===== config.mk =====
export PLATFORM = sky130hd
export DESIGN_NAME = serial_bus_arbiter
export DESIGN_NICKNAME = d
export VERILOG_FILES = /design/src/rtl/serial_bus_pkg.sv /design/src/rtl/arb_watchdog.sv /design/src/rtl/serial_bus_arbiter.sv
export SDC_FILE = /design/constraint.sdc
export NUM_CORES = 1
export LEC_CHECK = 0
export BUFFER_PORTS_ARGS = -buffer_cell sky130_fd_sc_hd__buf_2
export CORE_ASPECT_RATIO = 1.1
export CORE_MARGIN = 5
export CORE_UTILIZATION = 40
export CTS_BUF_LIST = sky130_fd_sc_hd__clkbuf_4
export DETAILED_ROUTE_END_ITERATION = 12
export RECOVER_POWER = 25
export SLEW_MARGIN = 40
export SYNTH_ARGS = -nofsm -noshare
export SYNTH_HDL_FRONTEND = slang
export SYNTH_SLANG_ARGS = --single-unit

===== constraint.sdc =====
create_clock -name clock -period 1.5 [get_ports clock]
set_input_delay 0.075 -clock clock [delete_from_list [all_inputs] [get_ports clock]]
set_output_delay 0.075 -clock clock [all_outputs]
set_load 0.02 [all_outputs]

===== src/rtl/serial_bus_pkg.sv =====
// Shared types and constants for the two-master serial bus arbiter.
package serial_bus_pkg;

    typedef enum logic [1:0] {
        IDLE     = 2'd0,
        GRANT_M1 = 2'd1,
        GRANT_M2 = 2'd2,
        HANDOVER = 2'd3
    } arb_state_t;

    // bus_owner / last_owner encoding: mux select for the shared bus lines
    localparam logic OWNER_M1 = 1'b0;
    localparam logic OWNER_M2 = 1'b1;

endpackage


===== src/rtl/arb_watchdog.sv =====
// Grant watchdog: counts cycles a grant has been held and flags the final allowed cycle.
module arb_watchdog #(
    parameter int unsigned TIMEOUT_LEN    = 8,
    parameter int unsigned TIMEOUT_CYCLES = 200
) (
    input  logic clock,
    input  logic rst,
    input  logic clear,
    input  logic inc,
    output logic expire
);

    localparam logic [TIMEOUT_LEN-1:0] LAST_COUNT = TIMEOUT_LEN'(TIMEOUT_CYCLES - 1);

    logic [TIMEOUT_LEN-1:0] count;

    // Cycle counter: cleared outside grants, saturates at the last allowed cycle.
    always_ff @(posedge clock or negedge rst) begin
        if (!rst) begin
            count <= '0;
        end else if (clear) begin
            count <= '0;
        end else if (inc && !expire) begin
            count <= count + 1'b1;
        end
    end

    assign expire = (count == LAST_COUNT);

endmodule


===== src/rtl/serial_bus_arbiter.sv =====
// Two-master round-robin arbiter for the shared serial bus, with grant watchdog
// and a one-cycle turnaround between owners.
module serial_bus_arbiter
    import serial_bus_pkg::*;
#(
    parameter int unsigned TIMEOUT_LEN    = 8,
    parameter int unsigned TIMEOUT_CYCLES = 200
) (
    input  logic       clock,
    input  logic       rst,
    input  logic       enable,
    input  logic       m1_req,
    input  logic       m2_req,
    input  logic       m1_done,
    input  logic       m2_done,
    output logic       m1_grant,
    output logic       m2_grant,
    output logic       bus_owner,
    output logic       timeout_err,
    output logic [1:0] arb_state
);

    arb_state_t state, state_next;
    logic       last_owner;
    logic       take_grant;
    logic       grant_to;
    logic       timeout_next;
    logic       in_grant;
    logic       wd_expire;

    assign in_grant = (state == GRANT_M1) || (state == GRANT_M2);

    arb_watchdog #(
        .TIMEOUT_LEN    (TIMEOUT_LEN),
        .TIMEOUT_CYCLES (TIMEOUT_CYCLES)
    ) u_watchdog (
        .clock  (clock),
        .rst    (rst),
        .clear  (!in_grant),
        .inc    (in_grant),
        .expire (wd_expire)
    );

    // Next-state, round-robin choice and watchdog error decision.
    always_comb begin
        state_next   = state;
        take_grant   = 1'b0;
        grant_to     = OWNER_M1;
        timeout_next = 1'b0;
        case (state)
            IDLE: begin
                if (enable && (m1_req || m2_req)) begin
                    take_grant = 1'b1;
                    if (m1_req && m2_req) begin
                        grant_to = (last_owner == OWNER_M2) ? OWNER_M1 : OWNER_M2;
                    end else begin
                        grant_to = m1_req ? OWNER_M1 : OWNER_M2;
                    end
                    state_next = (grant_to == OWNER_M1) ? GRANT_M1 : GRANT_M2;
                end
            end
            GRANT_M1: begin
                if (m1_done || !m1_req || wd_expire) begin
                    state_next   = HANDOVER;
                    timeout_next = wd_expire && !m1_done;
                end
            end
            GRANT_M2: begin
                if (m2_done || !m2_req || wd_expire) begin
                    state_next   = HANDOVER;
                    timeout_next = wd_expire && !m2_done;
                end
            end
            HANDOVER: state_next = IDLE;
            default:  state_next = IDLE;
        endcase
    end

    // State, owner pointer and error pulse registers.
    always_ff @(posedge clock or negedge rst) begin
        if (!rst) begin
            state       <= IDLE;
            last_owner  <= OWNER_M2;
            bus_owner   <= OWNER_M1;
            timeout_err <= 1'b0;
        end else begin
            state       <= state_next;
            timeout_err <= timeout_next;
            if (take_grant) begin
                last_owner <= grant_to;
                bus_owner  <= grant_to;
            end
        end
    end

    assign m1_grant  = (state == GRANT_M1);
    assign m2_grant  = (state == GRANT_M2);
    assign arb_state = state;

endmodule


==> results by group <==
Status
  – Status: completed

Finish
  – Cell Count, Final, Fillers Out: 110
  – Fill count: 145
  – Layout cells sized above 1: a little over two fifths
  – Final Net Count: approximately 110
  – Ant diodes: 0
  – Area grow syn2layout: 32.9%

Global route
  – Total Routing Usage GR: 11.8%
  – Global-route wire length before repair: roughly 2300 um
  – Vias in the first global route: roughly 550
  – Total gr overflow: 0
  – Largest net degree at the start of global routing: 14
  – Initial antenna violation count: 0

Clocking
  – H-tree depth: 1
  – Clock sink total: 13
  – CTS tree: built
  – Clk buf depth: 2
  – Reg clk slew, reported paths: 0.08 ns
  – TritonCTS buffer count: 3
  – Root buffer cell: clkbuf_4
  – Clk_lat worst skew: between 0.2 and 0.3 ns

Power
  – Lkg Pwr: roughly 0.00044 uW
  – PwrDens: about 1800 nW/um2
  – Maximum VDD drop: about 0.0012 V

Critical path
  – Critical-path maximum fanout: 4
  – Worst Path Arrival: 1.66 ns
  – CP bufs+invs: 1
  – Crit path launch: arb_state[0]
  – Crit start category: flop
  – Slowest stage delay, CP: between 0.4 and 0.5 ns
  – Delay-heaviest family, CP: flip-flops
  – Crit-path slowest cell: dfrtp_2
  – WP data required: ~1.7 ns
  – CP Capture Type: flop
  – Launching point of the worst reg2reg path: arb_state[0]
  – Crit Path Category: flop to flop
  – Cell breakdown of the critical path: inv_2 > ha_4 > and2b_2 > a22oi_2 > o21ai_2 > mux2_4

Route
  – Detailed Routing Iterations Pass 1: 3
  – Routed wire per std cell: ~13 um
  – DRT antenna net count: 0
  – Iter 0 DRT Violations: 9
  – Total number of vias: 572
  – Detailed Route WL: 1430 um
  – DRC viols: 0
  – Routed vias/inst: 5.20

Floorplanning
  – Chip Width: 49.7 um
  – Core footprint: ~1600 um2
  – I/O pins: 13
  – Row count: 15
  – Initial core utilization: a little over two fifths
  – Die area: 2670 um2
  – Die height: between 50 and 60 um

Logic synthesis
  – Warnings from Yosys: 0
  – Post-synth top area share: a little over two fifths
  – Seq/Total Area, Yosys: ~47%
  – Synth Cell Area: 693 um2
  – Post-synth EDFFs: 0
  – Mapped Cells: a little under 70
  – Primary FF master, synth: dfrtp_1
  – Synthesized net count: 79
  – Top cells by count, synth: 12 x dfrtp_1, 8 x o21ai_0
  – Number of synthesized register bits: 13
  – Top-count cell post-synth: dfrtp_1
  – Area leader, netlist: dfrtp_1
  – FFs w/ async S/R, synth: between 90% and 100%
  – Avg Cell Area, Syn: 10.2 um2
  – Ranking of synthesized cells by area: dfrtp_1 43%, ha_1 7.2%, o21ai_0 5.8%, dfstp_2 3.8%, xor2_1 3.8%
  – Synth unique cells: 24

Timing
  – # setup viols final: 0
  – PnR worst setup slack: between 0.01 and 0.015 ns
  – Actual slew at the worst max-slew pin: just under 0.7 ns
  – RSZ-0062 raised after global routing: yes
  – Final hold vios: 0
  – Minimum clock period: approximately 1.5 ns
  – Normalized max-slew margin: 54.5%
  – Max Slew Vio Count: 0
  – Layout Skew: a little under 0.01 ns
  – Final period util: between 90% and 100%
  – Fmax: 0.672 GHz

Worst hold path
  – Hold_sp: m2_req
  – Hold crit path type: input pin to flop

Job
  – Max-Cap Viols: 0

Placed design
  – Final Wtd Congestion: between 0.7 and 0.8
  – I/O Buffers: 12
  – Place WS: -0.0214 ns
  – Inst Count DP: 104
==> placed cells by master (no fill, tap or decap), types with 2 or more instances in the layout <==
cell type   n
buf_2      11
buf_4       8
o21ai_0     8
clkbuf_4    4
a21oi_1     4
xor2_1      3
dfrtp_1    10
inv_2       2
dfrtp_2     2
nand2_1     5
ha_4        2
inv_1       3
or3_1       2
nor2_1      5
nand3_1     5
==> metrics by stage <==
step                      hold slack, ns  total power (uW)  instance area (um2)  setup TNS (ns)  util (%)
after detailed placement         -0.0240              1360                  860         -0.0266      53.3
after floorplan                   -0.221              1080                  726         -0.0486         -
after CTS                         0.0813              1610                  910        -0.00285      56.4
final                             0.0923              1610                  921               0      57.1
after global placement           -0.0294              1350                  860               0      53.3
after global routing              0.0960              1760                  921          -0.169      57.1
==> final timing paths <==
kind / to / slack, ns / depth (start not counted)
worst max register to register: arb_state[0] / 0.01 / 6
worst min-delay path: last_owner / 0.09 / 3
worst min register to register: bus_owner / 0.47 / 1
max in group asynchronous: arb_state[0] / 0.69 / 2
min in group asynchronous: u_watchdog.count[7] / 0.34 / 2
worst max-delay path: arb_state[0] / 0.01 / 6
==> cells by family after synthesis <==
logic type               share of synthesized area (%)
adder cells (fa/ha/maj)                           7.22
multiplexers                                      5.05
flip-flops                                        47.1
AO/OA/AOI/OAI                                     14.1
XOR/XNOR                                          3.79
AND/OR/NAND/NOR                                   20.0
buffers and inverters                             2.71
==> flip-flops by register name, indices dropped and copies added (netlist names) <==
signal,count
bus_owner,1
arb_state,2
timeout_err,1
last_owner,1
u_watchdog.count,8
==> layout make-up <==
type | count | area, um2 | share of cell area (%)
multi-input combinational | 50 | 393 | 42.7
sequential | 13 | 329 | 35.7
timing repair buffer | 21 | 129 | 14.0
clock buffer | 4 | 30.0 | 3.26
tap | 17 | 21.3 | 2.31
inverter | 5 | 18.8 | 2.04
==> routing by layer <==
layer  track usage, %  wire length, um  up-vias
met5                0                0        -
met4             5.24               29        0
li1                 -                -      292
met3             4.43               71        4
met1             12.5              582      267
met2             21.0              748        9
==> worst min-delay path, stage by stage <==
cell and delay (ns):
buf_2 0.12, nand3_1 0.08, o21ai_0 0.08
==> power by group <==
group          total, uW  leakage, uW  switching (uW)  internal [uW]
Combinational        825     0.000254             442            383
Clock                232    0.0000184             111            121
Sequential           555     0.000167            93.2            462
==> what timing repair did <==
action,4_1_cts,5_1_grt
endpoints found under the hold margin,13,0
resized for setup,1,2
setup buffers,1,0
cloned,0,0
pin swaps,0,1
hold buffers,1,0
setup endpoints to repair,2,3
No activity file was read; power rests on OpenSTA's default activity.
